==> src/rtl/control_sequencer.sv <==
// ---------------------------------------------------------------------------
// control_sequencer
//
// Hardwired control unit for the datapath. Steps the fetch T-states
// (T0..T2), then decodes IR[31:27] and walks the execute T-states (T3..T7),
// producing one control word per clock. Every control output is a Moore
// function of the state register, IR and CON_FF. No input feeds an output
// directly from the same cycle.
//
// Optional feature (compile-time macro ILLEGAL_TRAP_EN):
//   defined   - opcodes 11100..11111 trap at T3 into HALT and raise Illegal
//               until the next reset.
//   undefined - those opcodes behave as nop and Illegal is tied low.
//
// Parameters
//   DATA_W  instruction register width
//   OP_W    opcode field width (top OP_W bits of IR)
//   STEP_W  state / T-step encoding width
//
// Ports
//   Clock      sole clock, all state changes on its rising edge
//   clear      synchronous active-low reset
//   IR         instruction register contents (stable from T3 onward)
//   CON_FF     branch condition flop from the datapath
//   Stop       halt request, honoured at the next instruction boundary
//   Gra..BAout register-select / register-file enable group
//   PCout..IncPC  datapath and memory control strobes
//   opcode     ALU operation select
//   Run        high while fetching/executing, low in RESET and HALT
//   Illegal    sticky illegal-opcode flag (trap build only)
// ---------------------------------------------------------------------------
module control_sequencer #(
    parameter int DATA_W = 32,
    parameter int OP_W   = 5,
    parameter int STEP_W = 4
) (
    input  logic              Clock,
    input  logic              clear,
    input  logic [DATA_W-1:0] IR,
    input  logic              CON_FF,
    input  logic              Stop,
    output logic              Gra,
    output logic              Grb,
    output logic              Grc,
    output logic              Rin,
    output logic              Rout,
    output logic              BAout,
    output logic              PCout,
    output logic              PCin,
    output logic              IRin,
    output logic              MARin,
    output logic              MDRin,
    output logic              MDRout,
    output logic              Yin,
    output logic              Zin,
    output logic              Zlowout,
    output logic              Zhighout,
    output logic              HIin,
    output logic              HIout,
    output logic              LOin,
    output logic              LOout,
    output logic              Inportout,
    output logic              Outportin,
    output logic              Cout,
    output logic              CONin,
    output logic              Read,
    output logic              Write,
    output logic              IncPC,
    output logic [OP_W-1:0]   opcode,
    output logic              Run,
    output logic              Illegal
);

    localparam logic [OP_W-1:0] OP_LD   = OP_W'(5'b00000);
    localparam logic [OP_W-1:0] OP_LDI  = OP_W'(5'b00001);
    localparam logic [OP_W-1:0] OP_ST   = OP_W'(5'b00010);
    localparam logic [OP_W-1:0] OP_ADD  = OP_W'(5'b00011);
    localparam logic [OP_W-1:0] OP_SUB  = OP_W'(5'b00100);
    localparam logic [OP_W-1:0] OP_AND  = OP_W'(5'b00101);
    localparam logic [OP_W-1:0] OP_OR   = OP_W'(5'b00110);
    localparam logic [OP_W-1:0] OP_ROR  = OP_W'(5'b00111);
    localparam logic [OP_W-1:0] OP_ROL  = OP_W'(5'b01000);
    localparam logic [OP_W-1:0] OP_SHR  = OP_W'(5'b01001);
    localparam logic [OP_W-1:0] OP_SHRA = OP_W'(5'b01010);
    localparam logic [OP_W-1:0] OP_SHL  = OP_W'(5'b01011);
    localparam logic [OP_W-1:0] OP_ADDI = OP_W'(5'b01100);
    localparam logic [OP_W-1:0] OP_ANDI = OP_W'(5'b01101);
    localparam logic [OP_W-1:0] OP_ORI  = OP_W'(5'b01110);
    localparam logic [OP_W-1:0] OP_MUL  = OP_W'(5'b01111);
    localparam logic [OP_W-1:0] OP_DIV  = OP_W'(5'b10000);
    localparam logic [OP_W-1:0] OP_NEG  = OP_W'(5'b10001);
    localparam logic [OP_W-1:0] OP_NOT  = OP_W'(5'b10010);
    localparam logic [OP_W-1:0] OP_BR   = OP_W'(5'b10011);
    localparam logic [OP_W-1:0] OP_JR   = OP_W'(5'b10100);
    localparam logic [OP_W-1:0] OP_JAL  = OP_W'(5'b10101);
    localparam logic [OP_W-1:0] OP_IN   = OP_W'(5'b10110);
    localparam logic [OP_W-1:0] OP_OUT  = OP_W'(5'b10111);
    localparam logic [OP_W-1:0] OP_MFHI = OP_W'(5'b11000);
    localparam logic [OP_W-1:0] OP_MFLO = OP_W'(5'b11001);
    localparam logic [OP_W-1:0] OP_NOP  = OP_W'(5'b11010);
    localparam logic [OP_W-1:0] OP_HALT = OP_W'(5'b11011);

    typedef enum logic [STEP_W-1:0] {
        S_RESET, S_T0, S_T1, S_T2, S_T3, S_T4, S_T5, S_T6, S_T7, S_HALT
    } state_t;

    state_t          state;
    state_t          next_state;
    logic            stop_pending;
    logic            done;       // current step is the last of its instruction
    logic            halt_now;   // halt opcode at T3
    logic            trap;       // illegal opcode at T3 (trap build only)
    logic [OP_W-1:0] op;

    logic unused_ir_bits;

    assign op             = IR[DATA_W-1 -: OP_W];
    assign unused_ir_bits = ^IR[DATA_W-OP_W-1:0];

    // A Stop seen mid-instruction is remembered here so it can take effect
    // at the boundary; a Stop seen in the last step acts directly through
    // the next-state logic, so the latch is cleared there.
    always_ff @(posedge Clock) begin
        if (!clear) begin
            state        <= S_RESET;
            stop_pending <= 1'b0;
        end else begin
            state <= next_state;
            if (done || !Run) begin
                stop_pending <= 1'b0;
            end else begin
                stop_pending <= stop_pending | Stop;
            end
        end
    end

`ifdef ILLEGAL_TRAP_EN
    logic illegal_q;

    always_ff @(posedge Clock) begin
        if (!clear) begin
            illegal_q <= 1'b0;
        end else if (trap) begin
            illegal_q <= 1'b1;
        end
    end

    assign Illegal = illegal_q;
`else
    assign Illegal = 1'b0;
`endif

    // Control word and next state. Execute steps default to advancing one
    // T-state; T7 and any step an opcode does not define end the
    // instruction, so a bad decode can never wedge the sequencer.
    always_comb begin
        Gra = 1'b0;  Grb = 1'b0;  Grc = 1'b0;  Rin = 1'b0;  Rout = 1'b0;
        BAout = 1'b0; PCout = 1'b0; PCin = 1'b0; IRin = 1'b0; MARin = 1'b0;
        MDRin = 1'b0; MDRout = 1'b0; Yin = 1'b0; Zin = 1'b0; Zlowout = 1'b0;
        Zhighout = 1'b0; HIin = 1'b0; HIout = 1'b0; LOin = 1'b0; LOout = 1'b0;
        Inportout = 1'b0; Outportin = 1'b0; Cout = 1'b0; CONin = 1'b0;
        Read = 1'b0; Write = 1'b0; IncPC = 1'b0;
        opcode     = '0;
        Run        = 1'b0;
        done       = 1'b0;
        halt_now   = 1'b0;
        trap       = 1'b0;
        next_state = state;

        case (state)
            S_RESET: next_state = S_T0;
            S_T0: begin
                Run = 1'b1; PCout = 1'b1; MARin = 1'b1; IncPC = 1'b1; Zin = 1'b1;
                next_state = S_T1;
            end
            S_T1: begin
                Run = 1'b1; Zlowout = 1'b1; PCin = 1'b1; Read = 1'b1; MDRin = 1'b1;
                next_state = S_T2;
            end
            S_T2: begin
                Run = 1'b1; MDRout = 1'b1; IRin = 1'b1;
                next_state = S_T3;
            end
            S_T3, S_T4, S_T5, S_T6, S_T7: begin
                Run        = 1'b1;
                done       = (state == S_T7);
                next_state = state_t'(state + STEP_W'(1));
                case (op)
                    OP_ADD, OP_SUB, OP_AND, OP_OR, OP_ROR, OP_ROL, OP_SHR, OP_SHRA, OP_SHL,
                    OP_ADDI, OP_ANDI, OP_ORI: begin
                        case (state)
                            S_T3: begin Grb = 1'b1; Rout = 1'b1; Yin = 1'b1; end
                            S_T4: begin
                                Zin = 1'b1;
                                if (op == OP_ADDI) begin
                                    Cout = 1'b1; opcode = OP_ADD;
                                end else if (op == OP_ANDI) begin
                                    Cout = 1'b1; opcode = OP_AND;
                                end else if (op == OP_ORI) begin
                                    Cout = 1'b1; opcode = OP_OR;
                                end else begin
                                    Grc = 1'b1; Rout = 1'b1; opcode = op;
                                end
                            end
                            S_T5: begin Zlowout = 1'b1; Gra = 1'b1; Rin = 1'b1; done = 1'b1; end
                            default: done = 1'b1;
                        endcase
                    end
                    OP_MUL, OP_DIV: begin
                        case (state)
                            S_T3: begin Gra = 1'b1; Rout = 1'b1; Yin = 1'b1; end
                            S_T4: begin Grb = 1'b1; Rout = 1'b1; opcode = op; Zin = 1'b1; end
                            S_T5: begin Zlowout = 1'b1; LOin = 1'b1; end
                            S_T6: begin Zhighout = 1'b1; HIin = 1'b1; done = 1'b1; end
                            default: done = 1'b1;
                        endcase
                    end
                    OP_NEG, OP_NOT: begin
                        case (state)
                            S_T3: begin Grb = 1'b1; Rout = 1'b1; opcode = op; Zin = 1'b1; end
                            S_T4: begin Zlowout = 1'b1; Gra = 1'b1; Rin = 1'b1; done = 1'b1; end
                            default: done = 1'b1;
                        endcase
                    end
                    OP_LD, OP_LDI, OP_ST: begin
                        // Effective address = Rb (or 0 via BAout) + C
                        case (state)
                            S_T3: begin Grb = 1'b1; BAout = 1'b1; Yin = 1'b1; end
                            S_T4: begin Cout = 1'b1; opcode = OP_ADD; Zin = 1'b1; end
                            S_T5: begin
                                Zlowout = 1'b1;
                                if (op == OP_LDI) begin
                                    Gra = 1'b1; Rin = 1'b1; done = 1'b1;
                                end else begin
                                    MARin = 1'b1;
                                end
                            end
                            S_T6: begin
                                MDRin = 1'b1;
                                if (op == OP_ST) begin
                                    Gra = 1'b1; Rout = 1'b1;
                                end else begin
                                    Read = 1'b1;
                                end
                            end
                            S_T7: begin
                                done = 1'b1;
                                if (op == OP_ST) begin
                                    Write = 1'b1;
                                end else begin
                                    MDRout = 1'b1; Gra = 1'b1; Rin = 1'b1;
                                end
                            end
                            default: done = 1'b1;
                        endcase
                    end
                    OP_BR: begin
                        case (state)
                            S_T3: begin Gra = 1'b1; Rout = 1'b1; CONin = 1'b1; end
                            S_T4: begin PCout = 1'b1; Yin = 1'b1; end
                            S_T5: begin Cout = 1'b1; opcode = OP_ADD; Zin = 1'b1; end
                            S_T6: begin Zlowout = 1'b1; PCin = CON_FF; done = 1'b1; end
                            default: done = 1'b1;
                        endcase
                    end
                    OP_JAL: begin
                        case (state)
                            S_T3: begin PCout = 1'b1; Grb = 1'b1; Rin = 1'b1; end
                            S_T4: begin Gra = 1'b1; Rout = 1'b1; PCin = 1'b1; done = 1'b1; end
                            default: done = 1'b1;
                        endcase
                    end
                    OP_JR, OP_IN, OP_OUT, OP_MFHI, OP_MFLO, OP_NOP: begin
                        done = 1'b1;
                        if (state == S_T3) begin
                            Gra = (op != OP_NOP);
                            unique case (op)
                                OP_JR:   begin Rout = 1'b1; PCin = 1'b1; end
                                OP_IN:   begin Inportout = 1'b1; Rin = 1'b1; end
                                OP_OUT:  begin Rout = 1'b1; Outportin = 1'b1; end
                                OP_MFHI: begin HIout = 1'b1; Rin = 1'b1; end
                                OP_MFLO: begin LOout = 1'b1; Rin = 1'b1; end
                                default: ;
                            endcase
                        end
                    end
                    OP_HALT: begin
                        if (state == S_T3) begin
                            halt_now = 1'b1;
                        end else begin
                            done = 1'b1;
                        end
                    end
                    default: begin
`ifdef ILLEGAL_TRAP_EN
                        if (state == S_T3) begin
                            trap = 1'b1;
                        end else begin
                            done = 1'b1;
                        end
`else
                        done = 1'b1;
`endif
                    end
                endcase

                if (halt_now || trap) begin
                    next_state = S_HALT;
                end else if (done) begin
                    next_state = (Stop || stop_pending) ? S_HALT : S_T0;
                end
            end
            S_HALT: next_state = S_HALT;
            default: next_state = S_RESET;
        endcase
    end

endmodule

==> config.mk <==
export PLATFORM = sky130hd
export DESIGN_NAME = control_sequencer
export DESIGN_NICKNAME = d
export VERILOG_FILES = /design/src/rtl/control_sequencer.sv
export SDC_FILE = /design/constraint.sdc
export NUM_CORES = 1
export LEC_CHECK = 0
export ABC_AREA = 1
export BUFFER_PORTS_ARGS = -buffer_cell sky130_fd_sc_hd__buf_2
export CAP_MARGIN = 20
export CORE_ASPECT_RATIO = 0.7
export CORE_MARGIN = 3
export CORE_UTILIZATION = 35
export DETAILED_ROUTE_END_ITERATION = 10
export PLACE_DENSITY_LB_ADDON = 0.3
export SYNTH_ARGS = -nofsm -noshare
export SYNTH_HDL_FRONTEND = slang
export SYNTH_SLANG_ARGS = --single-unit
export TNS_END_PERCENT = 30
==> constraint.sdc <==
create_clock -name Clock -period 4.55 [get_ports Clock]
set_input_delay 0.455 -clock Clock [delete_from_list [all_inputs] [get_ports Clock]]
set_output_delay 0.455 -clock Clock [all_outputs]
set_load 0.03 [all_outputs]
==> reports/results.env, run 1 <==
OUTCOME='finished clean'
CTS.ROOT.BUFFER_CELL='sky130_fd_sc_hd__clkbuf_8'
GRT_REMAINING_OVERFLOW=0
CELL_COUNT_FINAL_FILLERS_OUT=286
REPORT.FINAL.SLEW_VIOL_COUNT=0
CORE_AREA_SQ_UM=2923
CP.REQUIRED_PS=4090
P_PER_AREA_nW_PER_UM2=397.2
TOTAL_NUMBER_OF_H_TREE_LEVELS=1
REPORT.FINAL.HOLD_VIOL_COUNT=0
SYNTHESIS.YOSYS.WARNINGS=0
CP_MAX_FO=5
POST-CTS-SETUP-BUFFER-COUNT=0
MAX-CLOCK-PATH-BUFFERS=2
REG2REG_DEPTH=13
CRITPATHLAUNCHTYPE='flop'
TIMING.CLOCK.SKEW_PS=2.124
SYNTH_SEQ_AREA_SHARE_PCT=8.979
P_INT_mW=0.2282
POST_DRT_WL_PER_CELL_UM=12.81
STARTING_DENSITY_PCT=38.14
YOSYS_MOST_USED_DFF='sky130_fd_sc_hd__dfxtp_1'
VDD_IR_DROP_MAX_mV=0.3242
SWITCHINGPOWER_mW=0.3174
WORSTSETUPENDPOINTTYPE='output port'
PIN_COUNT_OF_THE_BIGGEST_NET_ENTERING_GLOBAL_ROUTING=12
FINALWORSTSETUPSLACK_PS=1935
FINAL_ANTENNA_NET_COUNT=0
SYNTH_CELL_TYPE_COUNT=34
SYNTH_NETS=250
UNREPAIRED_SETUP_ENDPOINTS_AFTER_GLOBAL_ROUTING='false'
N_ANTENNA_CELL=0
BOUNDARY_PINS=70
CHIPHEIGHT_UM=53.22
TRITONCTS.NUM_BUFFERS=3
PORT_BUFFERS=41
CLKSLEWWORSTSETUPHOLDPATHS_PS=30
FIN_SETUP_TNS_PS=0
FIRST_PASS_GRT_WIRE_LENGTH_MM=5.865
ROUTED_WIRELENGTH_MM=3.663
DETAILEDROUTE.FIRSTPASSITERATIONCOUNT=5
DRT-INITIAL-DRC-COUNT=84
POST_SYNTH.CELL_AREA_AVG_SQ_UM=5.309
CRITICAL_PATH_ARRIVAL_PS=2160
YOSYSMOSTFREQUENTCELL='sky130_fd_sc_hd__nor2_1'
MAXCLOCKFREQUENCY_MHz=382.4
NUM-NETS-FINAL=291
HOLD_PATH.CLASS='primary input to flop'
SYN2LAYOUT_AREA_GROWTH_PCT=23.23
FINAL_WORST_PATH_PERIOD_SHARE_PCT=57.48
P_LEAK_nW=0.7632
ANTENNA_VIOLATIONS_BEFORE_REPAIR=0
CLOCK_INSERTION_DELAY_WORST_SKEW_PS=220
SYNTHESIS.AREA_SQ_UM=1115
VIASPERCELL=5.126
POWER.SWITCHING_FRACTION_PCT=58.18
GRT_PASS1_VIAS=1260
SYN-INSTANCE-COUNT=210
GLOBALROUTETOTALUTIL_PCT=19.05
TRITONCTS='yes'
LAYOUT-DRIVE-GT1-SHARE_PCT=28.40
DIEAREA_SQ_UM=3909
DP.CELLS=282
ASYNC_RESET_FF_SHARE_PCT=0
POWER.SHARE.COMBINATIONAL_PCT=71.9
SYNTH-SEQ-CELLS=5
ROWS=16
SYNTH_ENABLE_FLOP_CELLS=0
CTS_NUM_SINKS=5
DRC=0
TIMING.SETUP.CRITICAL_PATH_CLASS='flop to output port'
FINAL.MIN_CLOCK_PERIOD_PS=2615
WORST_HOLD_SLACK_PS=502.4
MAXCAPVIOLCOUNT=0
TOP_AREA_CELL_TYPE_SHARE_OF_THE_NETLIST_AREA_PCT=13.13
FINALWEIGHTEDCONGESTION=0.9423
SYNTH_COMMON_CELLS='sky130_fd_sc_hd__nor2_1, sky130_fd_sc_hd__nand2_1, sky130_fd_sc_hd__inv_1'
FLOORPLAN.DIE.WIDTH_UM=73.46
CTSRESIZECOUNT=0
SYNTH.AREA.TOP_CELLS='sky130_fd_sc_hd__nor2_1, sky130_fd_sc_hd__nand2_1, sky130_fd_sc_hd__inv_1'
DESIGN_POWER_TOTAL_mW=0.5456
PRECTSSETUPSLACK_PS=2073
VIA_COUNT=1466
SYNTH.LARGEST_AREA_CELL='sky130_fd_sc_hd__nor2_1'
DETAILED_PLACE_HPWL_MM=3.068
POSTCTSHOLDBUFS=0
CLOCK_POWER_SHARE_PCT=14.5
SEQPWRFRAC_PCT=13.6
HOLDPATHSTAGES=3
SETUP-VIOLATIONS-FINAL=0
stage by stage:
| stage | cell area (sq um) | util, % |
|---|---|---|
| floorplan | 1115 | - |
| global placement | 1329 | 45.46 |
| detailed placement | 1329 | 45.46 |
| CTS | 1374 | 47.00 |
| global route | 1374 | 47.00 |
| finish | 1374 | 47.00 |
cell families after synthesis:
group	after synthesis	share of synthesized area, %
AO/OA/AOI/OAI	34	17.85
XOR/XNOR	2	1.572
adder cells (fa/ha/maj)	4	4.490
buffers and inverters	45	16.72
flip-flops	5	8.979
other	1	0.3364
AND/OR/NAND/NOR	119	50.05
cell type report:
type | count | area (sq um)
timing repair buffer | 41 | 205.2
fill | 336 | 1549
inverter | 40 | 150.1
sequential | 5 | 100.1
multi-input combinational | 160 | 828.3
tap | 36 | 45.04
clock buffer | 4 | 45.04
layer usage:
metal	track usage [%]	up-vias	wire (um)
li1	-	757	-
met2	23.68	79	1289
met4	2.108	0	10
met1	32.55	628	1950
met5	0	-	0
met3	3.036	2	411
power by group through the flow:
stage	registers, mW	clock network [mW]	logic (mW)
after floorplan	0.0698	0	0.290
after global placement	0.0742	0	0.389
after detailed placement	0.0739	0	0.389
after CTS	0.0741	0.0822	0.390
after global routing	0.0761	0.0872	0.430
final	0.0744	0.0791	0.392
sequential cells by signal, summed over array words and instances, names as in the netlist:
register / cells
state: 4
stop_pending: 1
placed cells by master, fill, tap and decap left out, types with 2 or more instances in the layout:
master and n:
sky130_fd_sc_hd__nand4_1 4, sky130_fd_sc_hd__nor2_1 39, sky130_fd_sc_hd__o2111ai_1 2, sky130_fd_sc_hd__nand3_1 21, sky130_fd_sc_hd__nand3_2 2, sky130_fd_sc_hd__inv_2 10, sky130_fd_sc_hd__xor2_1 2, sky130_fd_sc_hd__clkbuf_8 3
sky130_fd_sc_hd__nand2_2 4, sky130_fd_sc_hd__a31oi_1 2, sky130_fd_sc_hd__dfxtp_1 5, sky130_fd_sc_hd__nor2_2 4, sky130_fd_sc_hd__a21oi_1 7, sky130_fd_sc_hd__nor4_2 2, sky130_fd_sc_hd__o21ai_1 5, sky130_fd_sc_hd__ha_1 4
sky130_fd_sc_hd__nand2_1 37, sky130_fd_sc_hd__o211ai_1 2, sky130_fd_sc_hd__inv_1 30, sky130_fd_sc_hd__o21ai_0 11, sky130_fd_sc_hd__buf_2 41
critical path, cell delays in order (launching register included):
cell and delay [ps]:
sky130_fd_sc_hd__dfxtp_1 350, sky130_fd_sc_hd__inv_1 120, sky130_fd_sc_hd__ha_1 190, sky130_fd_sc_hd__inv_1 60, sky130_fd_sc_hd__nor2_1 310, sky130_fd_sc_hd__inv_1 150
sky130_fd_sc_hd__nor2_1 150, sky130_fd_sc_hd__a21oi_1 70, sky130_fd_sc_hd__o21ai_0 150, sky130_fd_sc_hd__inv_1 80, sky130_fd_sc_hd__o21ai_0 80, sky130_fd_sc_hd__buf_2 220
final timing paths:
kind	from	end	slack, ps
setup reg to reg	state[0]	state[0]	2730
hold / removal	clear	stop_pending	500
setup / recovery	state[0]	opcode[1]	1930
hold reg to reg	stop_pending	stop_pending	590
No activity file was read; power rests on OpenSTA's default activity.
==> run 2: changes to the inputs <==
Clock period 4.55 ns to 2.6 ns, I/O delays scaled along.
==> run 2 against run 1 <==
  * Critical path depth fell by 2
  * Count of clock-buffer cells in the layout did not move
  * Clock skew rose by 0.50 ps
  * Register-to-register slack got worse by 1900 ps
  * Die area did not move
  * Non-clock buffer count rose by 1
  * Flip-flop and latch count did not move
  * Critical path type unchanged
  * Largest cell class unchanged
==> reports/results.env, run 2 (synthesis results as in run 1) <==
CORE_AREA_SQ_UM=2923  # unchanged
VIASPERCELL=5.031  # -1.8%
LAYOUT-DRIVE-GT1-SHARE_PCT=28.69  # +0.29 points
GLOBALROUTETOTALUTIL_PCT=18.05  # -0.99 points
UNREPAIRED_SETUP_ENDPOINTS_AFTER_GLOBAL_ROUTING='false'
GRT_PASS1_VIAS=1227  # -2.6%
CP.REQUIRED_PS=2340  # -1750 ps
CLKSLEWWORSTSETUPHOLDPATHS_PS=40  # about the same
GRT_REMAINING_OVERFLOW=0  # unchanged
FIN_SETUP_TNS_PS=0  # unchanged
CLOCK_INSERTION_DELAY_WORST_SKEW_PS=220  # about the same
ROUTED_WIRELENGTH_MM=3.496  # -4.6%
P_PER_AREA_nW_PER_UM2=693.7  # +75%
DETAILED_PLACE_HPWL_MM=2.964  # -3.4%
TIMING.CLOCK.SKEW_PS=2.628  # +0.5043 ps
FINISH.INSTANCE_AREA_SQ_UM=1381  # +0.55%
CTSRESIZECOUNT=0  # unchanged
MAXCAPVIOLCOUNT=0  # unchanged
VIA_COUNT=1444  # -1.5%
FINAL_WORST_PATH_PERIOD_SHARE_PCT=86.44
MOST-COMMON-LAYOUT-CELLS='sky130_fd_sc_hd__buf_2, sky130_fd_sc_hd__nor2_1, sky130_fd_sc_hd__nand2_1'
DETAILEDROUTE.FIRSTPASSITERATIONCOUNT=4  # -1
FINALWEIGHTEDCONGESTION=0.9584  # +1.7%
MAX-CLOCK-PATH-BUFFERS=2  # unchanged
TOTAL_NUMBER_OF_H_TREE_LEVELS=1  # unchanged
MOST_COMMON_CELL_AFTER_LAYOUT_FILL_AND_TAPS_ASIDE='sky130_fd_sc_hd__buf_2'
CRITPATHLAUNCHTYPE='flop'
WORST_R2R_STARTPOINT='state[0]'
CRIT_CHAIN='inv_1, ha_1, nand2_2, inv_1, nand2_1, nand2_1, a21oi_1, o2111ai_1, buf_2'
DRT-INITIAL-DRC-COUNT=116  # +38%
VDD_IR_DROP_MAX_mV=0.5327  # +64%
SETUP-VIOLATIONS-FINAL=0  # unchanged
WORSTSETUPENDPOINTTYPE='output port'
TRITONCTS='yes'
CRITICAL_PATH_ARRIVAL_PS=1990  # -170 ps
FIRST_PASS_GRT_WIRE_LENGTH_MM=5.568  # -5.1%
SYN2LAYOUT_AREA_GROWTH_PCT=23.91
FINAL_ANTENNA_NET_COUNT=0  # unchanged
PIN_COUNT_OF_THE_BIGGEST_NET_ENTERING_GLOBAL_ROUTING=12  # unchanged
DIEAREA_SQ_UM=3909  # unchanged
CP_MAX_FO=11  # +6
ROWS=16  # unchanged
OUTCOME='finished clean'
CP_SLOWEST_STAGE_DELAY_PS=380  # +30 ps
CPMAXSTAGEDELAYCELL='sky130_fd_sc_hd__dfxtp_1'
BOUNDARY_PINS=70  # unchanged
CRITICAL_PATH.STARTPOINT='state[0]'
FLOORPLAN.DIE.WIDTH_UM=73.46  # unchanged
LARGEST_REGISTER_FF_COUNT=4  # unchanged
DRC=0  # unchanged
N_ANTENNA_CELL=0  # unchanged
P_LEAK_nW=0.7686  # +0.71%
FINAL_CORE_UTILIZATION_PCT=47.26  # +0.26 points
ANTENNA_VIOLATIONS_BEFORE_REPAIR=0  # unchanged
TRITONCTS.NUM_BUFFERS=3  # unchanged
LARGEST_REGISTER='state'
PORT_BUFFERS=41  # unchanged
TIMING.SETUP.CRITICAL_PATH_CLASS='flop to output port'
CTS_NUM_SINKS=5  # unchanged
TIMING.HOLD.WORST.START='clear'
BIGGEST_REGS='state: 4 flops, stop_pending: 1 flops'
NUM-NETS-FINAL=292  # +0.34%
DETAILED_PLACE.AREA_SQ_UM=1336  # +0.57%
POST_DRT_WL_PER_CELL_UM=12.18  # -4.9%
STARTING_DENSITY_PCT=38.14  # unchanged
POST-CTS-SETUP-BUFFER-COUNT=0  # unchanged
FINAL.MIN_CLOCK_PERIOD_PS=2247
REPORT.FINAL.SLEW_VIOL_COUNT=0  # unchanged
POSTCTSHOLDBUFS=0  # unchanged
CRIT_BUF_INV=3  # -2
HOLD_PATH.CLASS='primary input to flop'
CTS.ROOT.BUFFER_CELL='sky130_fd_sc_hd__clkbuf_8'
MAXCLOCKFREQUENCY_MHz=445.0
CHIPHEIGHT_UM=53.22  # unchanged
CP_TOP_FAMILY='buffers and inverters'
REPORT.FINAL.HOLD_VIOL_COUNT=0  # unchanged
run 2: cell types whose count changed in the layout (fill, tap and decap cells not counted), sizes merged:
cell | previous run | this run
buf | 41 | 42
run 2: metrics by stage:
stage          power, mW  setup WS [ps]  hold slack, ps  instances
6_report          0.9583          352.6           301.8        287
5_1_grt            1.036          219.7           332.8        287
4_1_cts           0.9584          387.1           303.0        287
3_5_place_dp      0.8083          530.9           534.3        283
3_3_place_gp      0.8108          550.0           531.3        283
2_1_floorplan     0.6300          491.6           408.1        210
run 2: cell type report:
| class | instances | area [sq um] |
|---|---|---|
| fill | 330 | 1541 |
| clock buffer | 4 | 45.04 |
| sequential | 5 | 100.1 |
| multi-input combinational | 160 | 828.3 |
| inverter | 40 | 150.1 |
| timing repair buffer | 42 | 212.7 |
| tap | 36 | 45.04 |
run 2: tightest hold or removal path: stages:
cell	delay (ps)
sky130_fd_sc_hd__buf_2	100
sky130_fd_sc_hd__nand3_1	70
sky130_fd_sc_hd__nor2_1	40
run 2: where the power goes:
group / internal (mW) / total [mW] / switching [mW]
logic: 0.193 / 0.684 / 0.491
clock network: 0.105 / 0.145 / 0.0395
registers: 0.103 / 0.129 / 0.0267
total: 0.401 / 0.958 / 0.557
run 2: worst paths after layout:
check        cells past startpoint  slack, ps           end
max reg2reg                     15        810      state[0]
min reg2reg                      4        580  stop_pending
max                              9        350           Rin
min                              3        300  stop_pending
run 2: per-layer routing:
layer	up-vias	part of all wire [%]	GRT usage, %
li1	755	-	-
met4	0	0.40	1.807
met2	88	35	23.09
met3	2	14	2.846
met1	599	51	30.47
met5	-	0	0
